$ cat config.mk
export PLATFORM = sky130hd
export DESIGN_NAME = servo_bank_controller
export DESIGN_NICKNAME = d
export VERILOG_FILES = /design/src/rtl/servo_bank_controller.sv
export SDC_FILE = /design/constraint.sdc
export NUM_CORES = 1
export LEC_CHECK = 0
export CORE_MARGIN = 8
export CORE_UTILIZATION = 64
export CTS_BUF_LIST = sky130_fd_sc_hd__clkbuf_8
export DETAILED_ROUTE_END_ITERATION = 6
export MAX_ROUTING_LAYER = met4
export PLACE_DENSITY = 0.83
export SLEW_MARGIN = 20
export SYNTH_ARGS = -nofsm -noshare
export SYNTH_HDL_FRONTEND = slang
export SYNTH_SLANG_ARGS = --single-unit
$ cat constraint.sdc
create_clock -name CLK -period 5.5 [get_ports CLK]
set_clock_uncertainty 0.1 [all_clocks]
set_input_delay 0.55 -clock CLK [delete_from_list [all_inputs] [get_ports CLK]]
set_output_delay 0.55 -clock CLK [all_outputs]
set_load 0.01 [all_outputs]
$ cat src/rtl/servo_bank_controller.sv
// N-channel hobby-servo controller: clamps and slews the selected channel's command once per
// frame, and generates every channel's PWM output from one shared frame counter.
module servo_bank_controller #(
    parameter int NUM_SERVOS = 4,
    parameter int CLK_HZ     = 25_000_000,
    parameter int FRAME_US   = 20000,
    parameter int MIN_US     = 500,
    parameter int MAX_US     = 2500,
    parameter int CENTER_US  = 1500,
    parameter int STEP_US    = 20,
    parameter int CMD_W      = 16
) (
    input  logic                  CLK,
    input  logic                  RST,
    input  logic [NUM_SERVOS-1:0] sel_btn,
    input  logic [CMD_W-1:0]      target_us,
    input  logic                  target_valid,
    output logic [NUM_SERVOS-1:0] pwm,
    output logic [NUM_SERVOS-1:0] sel_onehot,
    output logic [CMD_W-1:0]      active_cmd,
    output logic                  busy
);

    localparam int US_DIV = CLK_HZ / 1_000_000;
    localparam int PRE_W  = (US_DIV > 1) ? $clog2(US_DIV) : 1;
    localparam int SEL_W  = $clog2(NUM_SERVOS);

    localparam logic [PRE_W-1:0] PRE_LAST   = PRE_W'(US_DIV - 1);
    localparam logic [CMD_W-1:0] FRAME_LAST = CMD_W'(FRAME_US - 1);
    localparam logic [CMD_W-1:0] MIN_V      = CMD_W'(MIN_US);
    localparam logic [CMD_W-1:0] MAX_V      = CMD_W'(MAX_US);
    localparam logic [CMD_W-1:0] CENTER_V   = CMD_W'(CENTER_US);
    localparam logic [CMD_W:0]   STEP_V     = (CMD_W + 1)'(STEP_US);

    logic [PRE_W-1:0]      prescaler;
    logic [CMD_W-1:0]      frame_cnt;
    logic                  us_tick;
    logic                  frame_end;

    logic [SEL_W-1:0]      sel;
    logic [SEL_W-1:0]      new_sel;
    logic [NUM_SERVOS-1:0] btn_prev;
    logic [NUM_SERVOS-1:0] rise;
    logic                  sel_change;

    logic [CMD_W-1:0]      target_reg;
    logic [CMD_W-1:0]      clamped;
    logic [CMD_W-1:0]      cmd    [NUM_SERVOS];
    logic [CMD_W-1:0]      shadow [NUM_SERVOS];

    logic [CMD_W:0]        cur_w;
    logic [CMD_W:0]        tgt_w;
    logic [CMD_W:0]        slew_w;
    logic [CMD_W-1:0]      slew_next;

    assign us_tick   = (prescaler == PRE_LAST);
    assign frame_end = us_tick && (frame_cnt == FRAME_LAST);

    always_ff @(posedge CLK) begin
        if (RST) begin
            prescaler <= '0;
            frame_cnt <= '0;
        end else if (us_tick) begin
            prescaler <= '0;
            frame_cnt <= (frame_cnt == FRAME_LAST) ? '0 : frame_cnt + 1'b1;
        end else begin
            prescaler <= prescaler + 1'b1;
        end
    end

    // Descending scan so the lowest-index rising edge is the one that sticks.
    always_comb begin
        rise    = sel_btn & ~btn_prev;
        new_sel = '0;
        for (int i = NUM_SERVOS - 1; i >= 0; i--) begin
            if (rise[i]) new_sel = SEL_W'(i);
        end
    end

    assign sel_change = |rise;

    always_comb begin
        if (target_us < MIN_V)      clamped = MIN_V;
        else if (target_us > MAX_V) clamped = MAX_V;
        else                        clamped = target_us;
    end

    // Differences are taken before stepping so the result can neither wrap nor overshoot.
    always_comb begin
        cur_w = {1'b0, cmd[sel]};
        tgt_w = {1'b0, target_reg};
        if (cur_w < tgt_w) begin
            slew_w = (tgt_w - cur_w <= STEP_V) ? tgt_w : cur_w + STEP_V;
        end else if (cur_w > tgt_w) begin
            slew_w = (cur_w - tgt_w <= STEP_V) ? tgt_w : cur_w - STEP_V;
        end else begin
            slew_w = cur_w;
        end
        slew_next = slew_w[CMD_W-1:0];
    end

    always_ff @(posedge CLK) begin
        if (RST) begin
            sel        <= '0;
            btn_prev   <= '0;
            target_reg <= CENTER_V;
        end else begin
            btn_prev <= sel_btn;
            if (sel_change) begin
                sel        <= new_sel;
                target_reg <= cmd[new_sel];
            end else if (target_valid) begin
                target_reg <= clamped;
            end
        end
    end

    // Shadows latch the pre-slew command so pulse widths only change on frame boundaries.
    always_ff @(posedge CLK) begin
        if (RST) begin
            for (int i = 0; i < NUM_SERVOS; i++) begin
                cmd[i]    <= CENTER_V;
                shadow[i] <= CENTER_V;
            end
            pwm <= '0;
        end else begin
            for (int i = 0; i < NUM_SERVOS; i++) begin
                pwm[i] <= (frame_cnt < shadow[i]);
            end
            if (frame_end) begin
                for (int i = 0; i < NUM_SERVOS; i++) begin
                    shadow[i] <= cmd[i];
                end
                cmd[sel] <= slew_next;
            end
        end
    end

    always_comb begin
        sel_onehot      = '0;
        sel_onehot[sel] = 1'b1;
    end

    assign active_cmd = cmd[sel];
    assign busy       = (cmd[sel] != target_reg);

endmodule

# Yosys cells after proc, flatten, opt, wreduce, memory -nomap -nowiden
# Memories as Yosys holds them, arrays and structs flattened. A register that Yosys moved wholly into a read port is not among the register bits.
# Cells that the tools add are included.
[word_totals]
regBits = 47
ramBits = 128
n_memories = 2
[mem_list]
columns = ["memory", "words", "word_bits", "read_ports", "rd_clocked_by_memory_dff", "wr", "line", "rtl"]
rows = [
  ["cmd", 4, 16, 6, 1, 4, "48", "logic [CMD_W-1:0] cmd [NUM_SERVOS];"],
  ["shadow", 4, 16, 4, 0, 4, "49", "logic [CMD_W-1:0] shadow [NUM_SERVOS];"],
]
[classes]
add_sub_neg = 6
magnitude_cmp = 12
eq_ne = 3
muxes = 29
bitwise_logic = 6
reduce_logical = 6
[op_table]
columns = ["operator", "n"]
rows = [
  ["16-bit two-way mux", 14],
  ["16-bit less-than comparator", 5],
  ["17-bit by 5-bit less-or-equal comparator with 1-bit output (second input constant)", 2],
  ["16-bit by 16-bit subtractor with 17-bit output", 2],
  ["16-bit by 1-bit adder with 16-bit output (second input constant)", 1],
  ["16-bit by 5-bit adder with 16-bit output (second input constant)", 1],
  ["16-bit by 15-bit equality test with 1-bit output (second input constant)", 1],
  ["16-bit by 12-bit > comparator with 1-bit output (second input constant)", 1],
  ["16-bit > comparator", 1],
  ["16-bit by 9-bit less-than comparator with 1-bit output (second input constant)", 1],
  ["16-bit != test", 1],
  ["16-bit OR reduction", 1],
  ["16-bit by 5-bit subtractor with 16-bit output (second input constant)", 1],
  ["2-bit two-way mux", 7],
  ["1-bit two-way mux", 7],
  ["5-bit by 1-bit adder with 5-bit output (second input constant)", 1],
  ["5-bit equality test (second input constant)", 1],
  ["4-bit AND", 1],
  ["4-bit inverter", 1],
  ["1-bit OR", 4],
  ["4-bit OR reduction", 1],
  ["2-bit by 3-bit less-than comparator with 1-bit output (second input constant)", 1],
  ["1-bit demux with 2-bit select", 1],
  ["2-bit by 1-bit greater-or-equal comparator with 1-bit output (second input constant)", 1],
  ["other kinds (3)", 4],
]

# Depth between registers and ports, before layout
# Gate-level depths: netlist (run 1).
[depth]
ltp_word = 8
depth_mapped = 18
depth_no_buf = 13

# Worst setup path after synthesis (run 1)
# Ideal clock, no wire load.
[synth_path]
path_kind = "reg2reg"
start = "register with a tool-made name"
end = "memory cmd[0][13], data pin"
setup_ns = 0.150
arrival_time_ns = 4.344
required_ns = 5.250
path_slack_ns = 0.906
path_stages_with_launch = 17
path_buffers = 3
period_less_slack_ns = 4.594
cell_sequence = "dfxtp_1 > buf_2 > buf_4 > mux4_2 > inv_1 > ha_1 > a21oi_1 > o21ai_0 > a221oi_2 > o21ai_1 > xnor2_1 > or4_1 > buf_4 > nor2_4 > mux2_2 > o32a_1 > nor3_2"
[synth_rtl]
columns = ["item", "line"]
rows = [
  ["end: declaration", "48"],
]

==> metrics.cfg, run 1 <==
[run_status]
status=finished clean

[worst_setup_path]
path_class=flip-flop to flip-flop
crit_buf_inv=4
r2r_cells=16
critPathLaunchType=flip-flop
slowest_stage=mux4_2
end_kind=flip-flop
crit_path_frequent_cell=buf_4
critPathRequiredTime_ns=5.62
slowest_delay_ns=0.60
cp_num_cells=16
cpLargestDelayFamily=simple AND/OR/NAND/NOR gates
cp_max_fo=16
critPathArrivalTime_ns=5.17
crit_chain=buf_4 > mux4_2 > inv_1 > ha_1 > nand4_1 > o21ba_2 > nor3_1 > buf_4 > o21ai_0 > xor2_1 > nor4_1 > nand4_2 > o21a_1 > buf_4 > or2_1 > and4b_1

[synthesis]
seq_area_frac_synth_pct=40.50
synth_seq_cells=177
postSynthAreaPerCell_um2=9.470
syn_area_um2=11910
yosysUniqueCellTypes=79
ys_async_sr_fraction_pct=0
syn-instance-count=1258
yosys_warnings=0
synth-edff-count=128
syn_nets=1380
ys.flop_type=edfxtp_1

[cells_and_area]
area_growth_syn_to_layout_pct=9.768
regArea_um2=4825
multiInputGateArea_um2=6460
design_area_um2=13080
nets=1417
reg_top3=cmd x64, shadow x64
fill_cells=1372
n_antenna_cell=0
drive_above_1_share_pct=7.416

[power_and_ir_drop]
seqPwrFrac_pct=47.3
power.density_nw_per_um2=240.8
switchingPower_uw=962.2
finalPower_uw=3149
leakage_uw=0.005726
ir_worst_vdd_uv=153.0
p_clk_share_pct=30.1
switching_share_pct=30.56
p_int_uw=2186
p_comb_share_pct=22.6

[sta]
fin_crit_sh_pct=91.79
finalCriticalPeriod_ns=5.048
rsz0062_at_grt=false
fin_tns_setup_ns=0
tightest_slew_ns=0.9669
slew_violations=0
relSlewSlack_pct=35.54
finalHoldViolations=0
fmaxAchievable_ghz=0.1981
setup_viol=0

[drt]
drtIter0Drc=977
viasPerCell=6.317
drc=0
vias=9741
drt_wl_total_um=32130
ant_nets=0
wl_per_cell_um=20.83
drt-pass1-iter-count=6

[cts]
cts_sinks=177
clock_path_buffers=2
clock_latency_ns=0.47
cts.htree.levels=4
cts-root-buf=clkbuf_8
post_cts.repair.setup_buffers=0
cts_resized=0
cts_tree=yes
ctsHoldBuffers=0
clkTransAtPathRegs_ns=0.09
cts_buffers=17

[floorplan]
core_area_um2=18460
die_y_um=152.4
dieArea_um2=23230
start_util_pct=64.55
io_pins=48
rows=50
die_x_um=152.4

[global_routing]
grt_usage_pct=28.00
antenna_found_initial=0
grt_pass1_wl_um=50070
overflow=0
grt_pass1_vias=9380
grt_max_degree=78

[run]
maxCapViolations=0

[worst_hold_path]
whs_path_depth=1
hp-class=flip-flop to flip-flop

[place]
post_dp_cell_area_um2=12650
gp_congestion=0.9590
io_buffers=47
dp_hpwl_um=24390

[through the flow]
| step | setup slack (ns) | hold WS (ns) | util, % | cells |
|---|---|---|---|---|
| floorplan | 0.9061 | 0.3300 | - | 1258 |
| global placement | 0.4274 | 0.3442 | 68.56 | 1510 |
| detailed placement | 0.4955 | 0.3584 | 68.56 | 1510 |
| CTS | 0.4342 | 0.3793 | 70.85 | 1542 |
| global route | 0.1508 | 0.3947 | 70.85 | 1542 |
| finish | 0.4516 | 0.3697 | 70.85 | 1542 |
[cells in the final DEF, fill, tap and decap left out, drive strengths merged, types with 5 or more instances in the layout]
master,instances
xnor2,25
a21o,45
clkdlybuf4s50,47
a21oi,71
nand4,14
and2,43
and3,16
nor3,25
edfxtp,128
a211oi,7
o21ai,48
nand2,130
buf,24
nor4,11
ha,99
nor2,85
a221oi,6
dfxtp,49
nand2b,45
a31oi,12
or3,13
or4,5
a32oi,6
nand3,47
mux2i,25
inv,114
clkbuf,18
mux4,16
xor2,18
o2111ai,6
nor2b,21
o22ai,6
clkinv,5
o211ai,6
[kinds of logic (layout without fill, tap and decap cells)]
group | Yosys count | count (layout) | synth area share (%)
DFF | 177 | 177 | 40.50
AOI/OAI and AO/OA | 259 | 259 | 14.81
and+or+nand+nor | 473 | 473 | 20.27
xor gates and xnor gates | 43 | 43 | 3.161
buffers and inverters | 163 | 213 | 5.451
muxes | 44 | 44 | 5.409
adders and majority gates | 99 | 99 | 10.40
[final timing paths]
kind                start      endpoint  slack [ns]
max             flip-flop    cmd[1][11]        0.45
min          prescaler[0]  prescaler[0]        0.37
max reg2reg     flip-flop    cmd[1][11]        0.45
min reg2reg  prescaler[0]  prescaler[0]        0.37
[cells in the mapped netlist, types with 4 or more instances]
| cell | count | area share (%) |
|---|---|---|
| nor4_1 | 9 | 0.47 |
| nor2b_1 | 21 | 1.1 |
| a21oi_1 | 69 | 2.9 |
| buf_2 | 9 | 0.38 |
| a221oi_1 | 4 | 0.29 |
| buf_1 | 5 | 0.16 |
| xnor2_1 | 25 | 1.8 |
| nand4_1 | 13 | 0.68 |
| a211oi_1 | 6 | 0.38 |
| o21a_1 | 4 | 0.25 |
| and4b_1 | 4 | 0.34 |
| dfxtp_1 | 49 | 8.2 |
| nand3_1 | 47 | 2.0 |
| and2_1 | 43 | 2.3 |
| mux4_2 | 16 | 3.0 |
| o2111ai_1 | 5 | 0.37 |
| a31oi_1 | 12 | 0.63 |
| ha_1 | 99 | 10 |
| o22ai_1 | 6 | 0.32 |
| o21ai_0 | 46 | 1.9 |
| nand2b_1 | 45 | 2.4 |
| xor2_1 | 18 | 1.3 |
| nand2_1 | 129 | 4.1 |
| nor3_1 | 23 | 0.97 |
| or3_1 | 13 | 0.68 |
| a32oi_1 | 6 | 0.44 |
| and3_1 | 16 | 0.84 |
| a21o_1 | 45 | 2.8 |
| inv_1 | 107 | 3.4 |
| nor2_1 | 84 | 2.6 |
| a22oi_1 | 4 | 0.25 |
| clkbuf_1 | 34 | 1.1 |
| or4_1 | 5 | 0.32 |
| a211o_1 | 4 | 0.29 |
| edfxtp_1 | 128 | 32 |
| mux2i_1 | 25 | 2.1 |
| a2111o_1 | 4 | 0.38 |
| o211ai_1 | 6 | 0.38 |
[area by class of cell]
class / instances / area share [%]
Clock buffer: 18 / 1.895
Clock inverter: 14 / 1.340
Inverter: 110 / 3.158
Multi-Input combinational cell: 918 / 49.40
Sequential cell: 177 / 36.90
Tap cell: 234 / 2.239
Timing Repair Buffer: 71 / 5.071
[power by group through the flow]
stage          clock network, µW  logic (µW)  registers, µW
4_1_cts                      946         696           1490
2_1_floorplan                  0         484           1510
3_3_place_gp                   0         688           1520
3_5_place_dp                   0         691           1520
6_report                     947         712           1490
5_1_grt                      998         762           1490
[routing by layer]
metal  wire length (µm)  up-vias  global-route usage (%)
met1              12410     4548                   32.45
li1                   -     4580                       -
met4               1649        0                   14.94
met2              15710      504                   47.13
met3               2361      109                   3.517
met5                  0        -                       -
(Power assumes the default switching activity.)
==> run 2: changes to the inputs <==
--- a/config.mk
+++ b/config.mk
@@ -11,7 +11,8 @@
 export DETAILED_ROUTE_END_ITERATION = 6
 export MAX_ROUTING_LAYER = met4
 export PLACE_DENSITY = 0.83
-export SLEW_MARGIN = 20
+export SETUP_SLACK_MARGIN = 0.3
+export SKIP_CTS_REPAIR_TIMING = 1
 export SYNTH_ARGS = -nofsm -noshare
 export SYNTH_HDL_FRONTEND = slang
 export SYNTH_SLANG_ARGS = --single-unit
==> metrics.cfg, run 2 (synthesized netlist as in run 1, its figures left out) <==
[run_status]
status=finished, violations left  ; was finished clean
failed_checks=DRC

[cts]
cts-root-buf=clkbuf_8  ; unchanged
clkTransAtPathRegs_ns=0.09  ; about the same
cts.htree.levels=4  ; unchanged
cts_tree=yes  ; unchanged
clock_path_buffers=2  ; unchanged
cts_buffers=17  ; unchanged
clock_latency_ns=0.47  ; about the same
cts_sinks=177  ; unchanged

[cells_and_area]
fill_cells=1370  ; was 1372
n_antenna_cell=0  ; unchanged
reg_top3=cmd x64, shadow x64  ; unchanged
final_core_util_pct=71.12  ; was 70.85%
final_common_cell=nand2_1  ; unchanged
area_growth_syn_to_layout_pct=10.18  ; was 9.768%
final_cell_mix=nand2_1, edfxtp_1, inv_1  ; unchanged
nets=1421  ; was 1417
drive_above_1_share_pct=7.927  ; was 7.416%

[sta]
whs_ns=0.3696  ; was 0.3697 ns
fin_crit_sh_pct=89.70  ; was 91.79%
fin_tns_setup_ns=0  ; unchanged
tightest_slew_ns=0.9614  ; was 0.9669 ns
setup_viol=0  ; unchanged
relSlewSlack_pct=35.91  ; was 35.54%
finalHoldViolations=0  ; unchanged
rsz0062_at_grt=false  ; unchanged
finalCriticalPeriod_ns=4.934  ; was 5.048 ns
fmaxAchievable_ghz=0.2027  ; was 0.1981 GHz
slew_violations=0  ; unchanged

[floorplan]
start_util_pct=64.55  ; unchanged
io_pins=48  ; unchanged
rows=50  ; unchanged
die_x_um=152.4  ; unchanged
die_y_um=152.4  ; unchanged
dieArea_um2=23230  ; unchanged
core_area_um2=18460  ; unchanged

[drt]
drc=1  ; was 0
drtIter0Drc=908  ; was 977
vias=9728  ; was 9741
viasPerCell=6.292  ; was 6.317
drt_wl_total_um=32160  ; was 32130 µm
ant_nets=0  ; unchanged
wl_per_cell_um=20.80  ; was 20.83 µm
drt-pass1-iter-count=7  ; was 6

[place]
dp_hpwl_um=24390  ; unchanged
gp_congestion=0.9590  ; unchanged
io_buffers=47  ; unchanged

[global_routing]
grt_pass1_vias=9380  ; unchanged
overflow=0  ; unchanged
grt_pass1_wl_um=50070  ; unchanged
grt_max_degree=78  ; unchanged
antenna_found_initial=0  ; unchanged
grt_usage_pct=28.00  ; unchanged

[power_and_ir_drop]
ir_worst_vdd_uv=150.4  ; was 153.0 µV
power.density_nw_per_um2=240.4  ; was 240.8 nW/µm²
leakage_uw=0.005746  ; was 0.005726 µW

[worst_setup_path]
critPathLaunchType=flip-flop  ; unchanged
critPathArrivalTime_ns=5.15  ; was 5.17 ns
path_class=flip-flop to flip-flop  ; unchanged
end_kind=flip-flop  ; unchanged
cp_max_fo=16  ; unchanged
critPathRequiredTime_ns=5.72  ; was 5.62 ns

[worst_hold_path]
hp-start=prescaler[0]  ; unchanged
hp-class=flip-flop to flip-flop  ; unchanged

[run]
maxCapViolations=0  ; unchanged

==> run 2: cell count changes in the layout (fill, tap and decap cells not counted), sizes merged <==
cell  before  now
buf       24   28
==> run 2: path summary, 6_finish.rpt <==
kind              cells past startpoint  slack (ns)      endpoint
setup / recovery                     14        0.57    cmd[0][13]
hold / removal                        1        0.37  prescaler[0]
setup reg to reg                     14        0.57    cmd[0][13]
hold reg to reg                       1        0.37  prescaler[0]
==> run 2: worst max-delay path, stage by stage, from the launching register on <==
cell and delay, ns:
dfxtp_1 0.34, buf_6 0.23, mux4_2 0.67, inv_1 0.18
ha_1 0.34, nand4_1 0.24, a21oi_1 0.09, or4_1 0.46
a32oi_1 0.22, o2111ai_1 0.19, or4_1 0.59, nor2_4 0.26
mux2_2 0.36, o32a_1 0.39, nor3_2 0.11
==> run 2: area by class of cell <==
type,instances,area (µm²),share of cell area [%]
multi-input cells,918,6475,49.33
flip-flops and latches,177,4825,36.76
repair buffers,75,696.9,5.310
inverters,110,412.9,3.146
well taps,234,292.8,2.231
clock buffers,18,247.7,1.888
clock inverters,14,175.2,1.335
==> run 2: layer usage <==
metal	track usage (%)	vias to the layer above	share of wire, %
met4	14.94	0	4.9
li1	-	4591	-
met5	-	-	0
met2	47.13	470	49
met3	3.517	99	7.1
met1	32.45	4568	39
==> run 2: metrics by stage <==
| stage | std cells | total power [µW] | instance area [µm²] | setup WS, ns |
|---|---|---|---|---|
| finish | 1546 | 3155 | 13130 | 0.5663 |
| global route | 1546 | 3263 | 13130 | 0.3529 |
| CTS | 1542 | 3130 | 13080 | 0.4342 |
| detailed placement | 1510 | 2210 | 12650 | 0.4955 |
| global placement | 1510 | 2206 | 12650 | 0.4274 |
| floorplan | 1258 | 1991 | 11910 | 0.9061 |
==> run 2: power by group <==
group	internal, µW	total [µW]	switching, µW
Combinational	266	719	453
Sequential	1460	1490	31.4
Clock	468	946	479
==> run 3: changes to the inputs <==
--- a/config.mk
+++ b/config.mk
@@ -13,6 +13,7 @@
 export PLACE_DENSITY = 0.83
 export SETUP_SLACK_MARGIN = 0.3
 export SKIP_CTS_REPAIR_TIMING = 1
+export SLEW_MARGIN = 40
 export SYNTH_ARGS = -nofsm -noshare
 export SYNTH_HDL_FRONTEND = slang
 export SYNTH_SLANG_ARGS = --single-unit
==> metrics.cfg, run 3 (synthesized netlist as in run 1, its figures left out) <==
[run_status]
status=finished clean  ; was finished, violations left

[worst_setup_path]
critPathRequiredTime_ns=5.59  ; was 5.72 ns
critPathLaunchType=flip-flop  ; unchanged
end_kind=flip-flop  ; unchanged
critPathArrivalTime_ns=5.14  ; was 5.15 ns
cp_max_fo=16  ; unchanged
path_class=flip-flop to flip-flop  ; unchanged

[sta]
relSlewSlack_pct=42.93  ; was 35.91%
fin_crit_sh_pct=91.75  ; was 89.70%
fin_tns_setup_ns=0  ; unchanged
fmaxAchievable_ghz=0.1982  ; was 0.2027 GHz
setup_viol=0  ; unchanged
slew_violations=0  ; unchanged
finalCriticalPeriod_ns=5.046  ; was 4.934 ns
finalHoldViolations=0  ; unchanged
rsz0062_at_grt=false  ; unchanged
tightest_slew_ns=0.8561  ; was 0.9614 ns

[cells_and_area]
nets=1417  ; was 1421
multiInputGateArea_um2=6479  ; was 6475 µm²
area_growth_syn_to_layout_pct=9.799  ; was 10.18%
reg_top3=cmd x64, shadow x64  ; unchanged
n_antenna_cell=0  ; unchanged
final_common_cell=nand2_1  ; unchanged
layout.cells.non_filler=1542  ; was 1546
final_cell_mix=nand2_1, edfxtp_1, inv_1  ; unchanged
regArea_um2=4825  ; unchanged
drive_above_1_share_pct=7.722  ; was 7.927%
fill_cells=1370  ; unchanged

[global_routing]
overflow=0  ; unchanged
grt_pass1_vias=9302  ; was 9380
grt_max_degree=78  ; unchanged
gr-usage-met2_pct=46.38  ; was 47.13%
use_met1_pct=32.28  ; was 32.45%
antenna_found_initial=0  ; unchanged
grt_pass1_wl_um=49470  ; was 50070 µm
grt_busiest_layer=met2  ; unchanged
grt_usage_pct=27.73  ; was 28.00%
grtUsageMet3_pct=4.254  ; was 3.517%

[power_and_ir_drop]
ir_worst_vdd_uv=164.4  ; was 150.4 µV
finalPower_uw=3121  ; was 3155 µW
leakage_uw=0.005722  ; was 0.005746 µW
power.density_nw_per_um2=238.6  ; was 240.4 nW/µm²

[floorplan]
die_x_um=152.4  ; unchanged
io_pins=48  ; unchanged
dieArea_um2=23230  ; unchanged
start_util_pct=64.55  ; unchanged
rows=50  ; unchanged
core_area_um2=18460  ; unchanged
die_y_um=152.4  ; unchanged

[worst_hold_path]
hp-class=flip-flop to flip-flop  ; unchanged

[drt]
ant_nets=0  ; unchanged
viasPerCell=6.256  ; was 6.292
drt-pass1-iter-count=5  ; was 7
drc=0  ; was 1
drt_wl_total_um=31680  ; was 32160 µm
wl_per_cell_um=20.54  ; was 20.80 µm
drtIter0Drc=947  ; was 908
vias=9646  ; was 9728

[place]
gp_congestion=0.9590  ; unchanged
io_buffers=47  ; unchanged
dp_hpwl_um=24410  ; was 24390 µm
dp_cells=1510  ; unchanged

[cts]
cts.htree.levels=4  ; unchanged
clock_latency_ns=0.48  ; was 0.47 ns
cts-root-buf=clkbuf_8  ; unchanged
clock_path_buffers=2  ; unchanged
cts_sinks=177  ; unchanged
cts_tree=yes  ; unchanged
clkTransAtPathRegs_ns=0.09  ; about the same
cts_buffers=17  ; unchanged

[run]
maxCapViolations=0  ; unchanged

-- run 3: changes by cell type in the layout (fill, tap and decap cells not counted), sizes merged --
cell,previous run,this run
bufinv,3,2
clkbuf,18,17
buf,28,24
clkinv,5,4
inv,114,118
clkinvlp,2,1
-- run 3: power by group --
| part | internal (µW) | switching, µW | total (µW) |
|---|---|---|---|
| clock | 418 | 498 | 916 |
| sequential | 1460 | 30.9 | 1490 |
| combinational | 262 | 454 | 716 |
| total | 2140 | 983 | 3120 |
-- run 3: per-stage QoR --
stage               worst slack, ns  area, µm²  hold WS [ns]  util, %
CTS                          0.4261      13060        0.3843    70.77
floorplan                    0.9061      11910        0.3300        -
global route                 0.3054      13080        0.4062    70.87
finish                       0.4536      13080        0.3776    70.87
global placement             0.4274      12650        0.3442    68.56
detailed placement           0.4657      12660        0.3631    68.58
-- run 3: layout make-up --
cell class / instances / area share, %
clock buffer: 17 / 1.789
clock inverter: 15 / 1.301
inverter: 110 / 3.157
multi-input combinational: 918 / 49.53
sequential: 177 / 36.89
tap: 234 / 2.238
timing repair buffer: 71 / 5.099
-- run 3: metal layers --
metal  share of wire [%]  up-vias
met5                   0        -
met4                 4.8        0
met3                 8.2       99
met2                  48      475
met1                  39     4482
li1                    -     4590
-- run 3: critical path, cell delays in order (launching register included) --
cell and delay (ns):
dfxtp_1 0.32, buf_4 0.30, mux4_2 0.69, inv_1 0.20, ha_1 0.31, nand4_1 0.25
o21ba_2 0.34, nor3_1 0.05, buf_4 0.16, o21ai_0 0.21, xor2_1 0.16, nor4_2 0.47
nand4_2 0.22, buf_4 0.27, nand2_1 0.16, a2bb2oi_1 0.36, o2111ai_1 0.18
-- run 3: final timing paths --
check	startpoint	end	slack (ns)	depth (start not counted)
setup / recovery	flip-flop	cmd[2][2]	0.45	16
hold / removal	prescaler[0]	prescaler[0]	0.38	1
setup reg to reg	flip-flop	cmd[2][2]	0.45	16
hold reg to reg	prescaler[0]	prescaler[0]	0.38	1
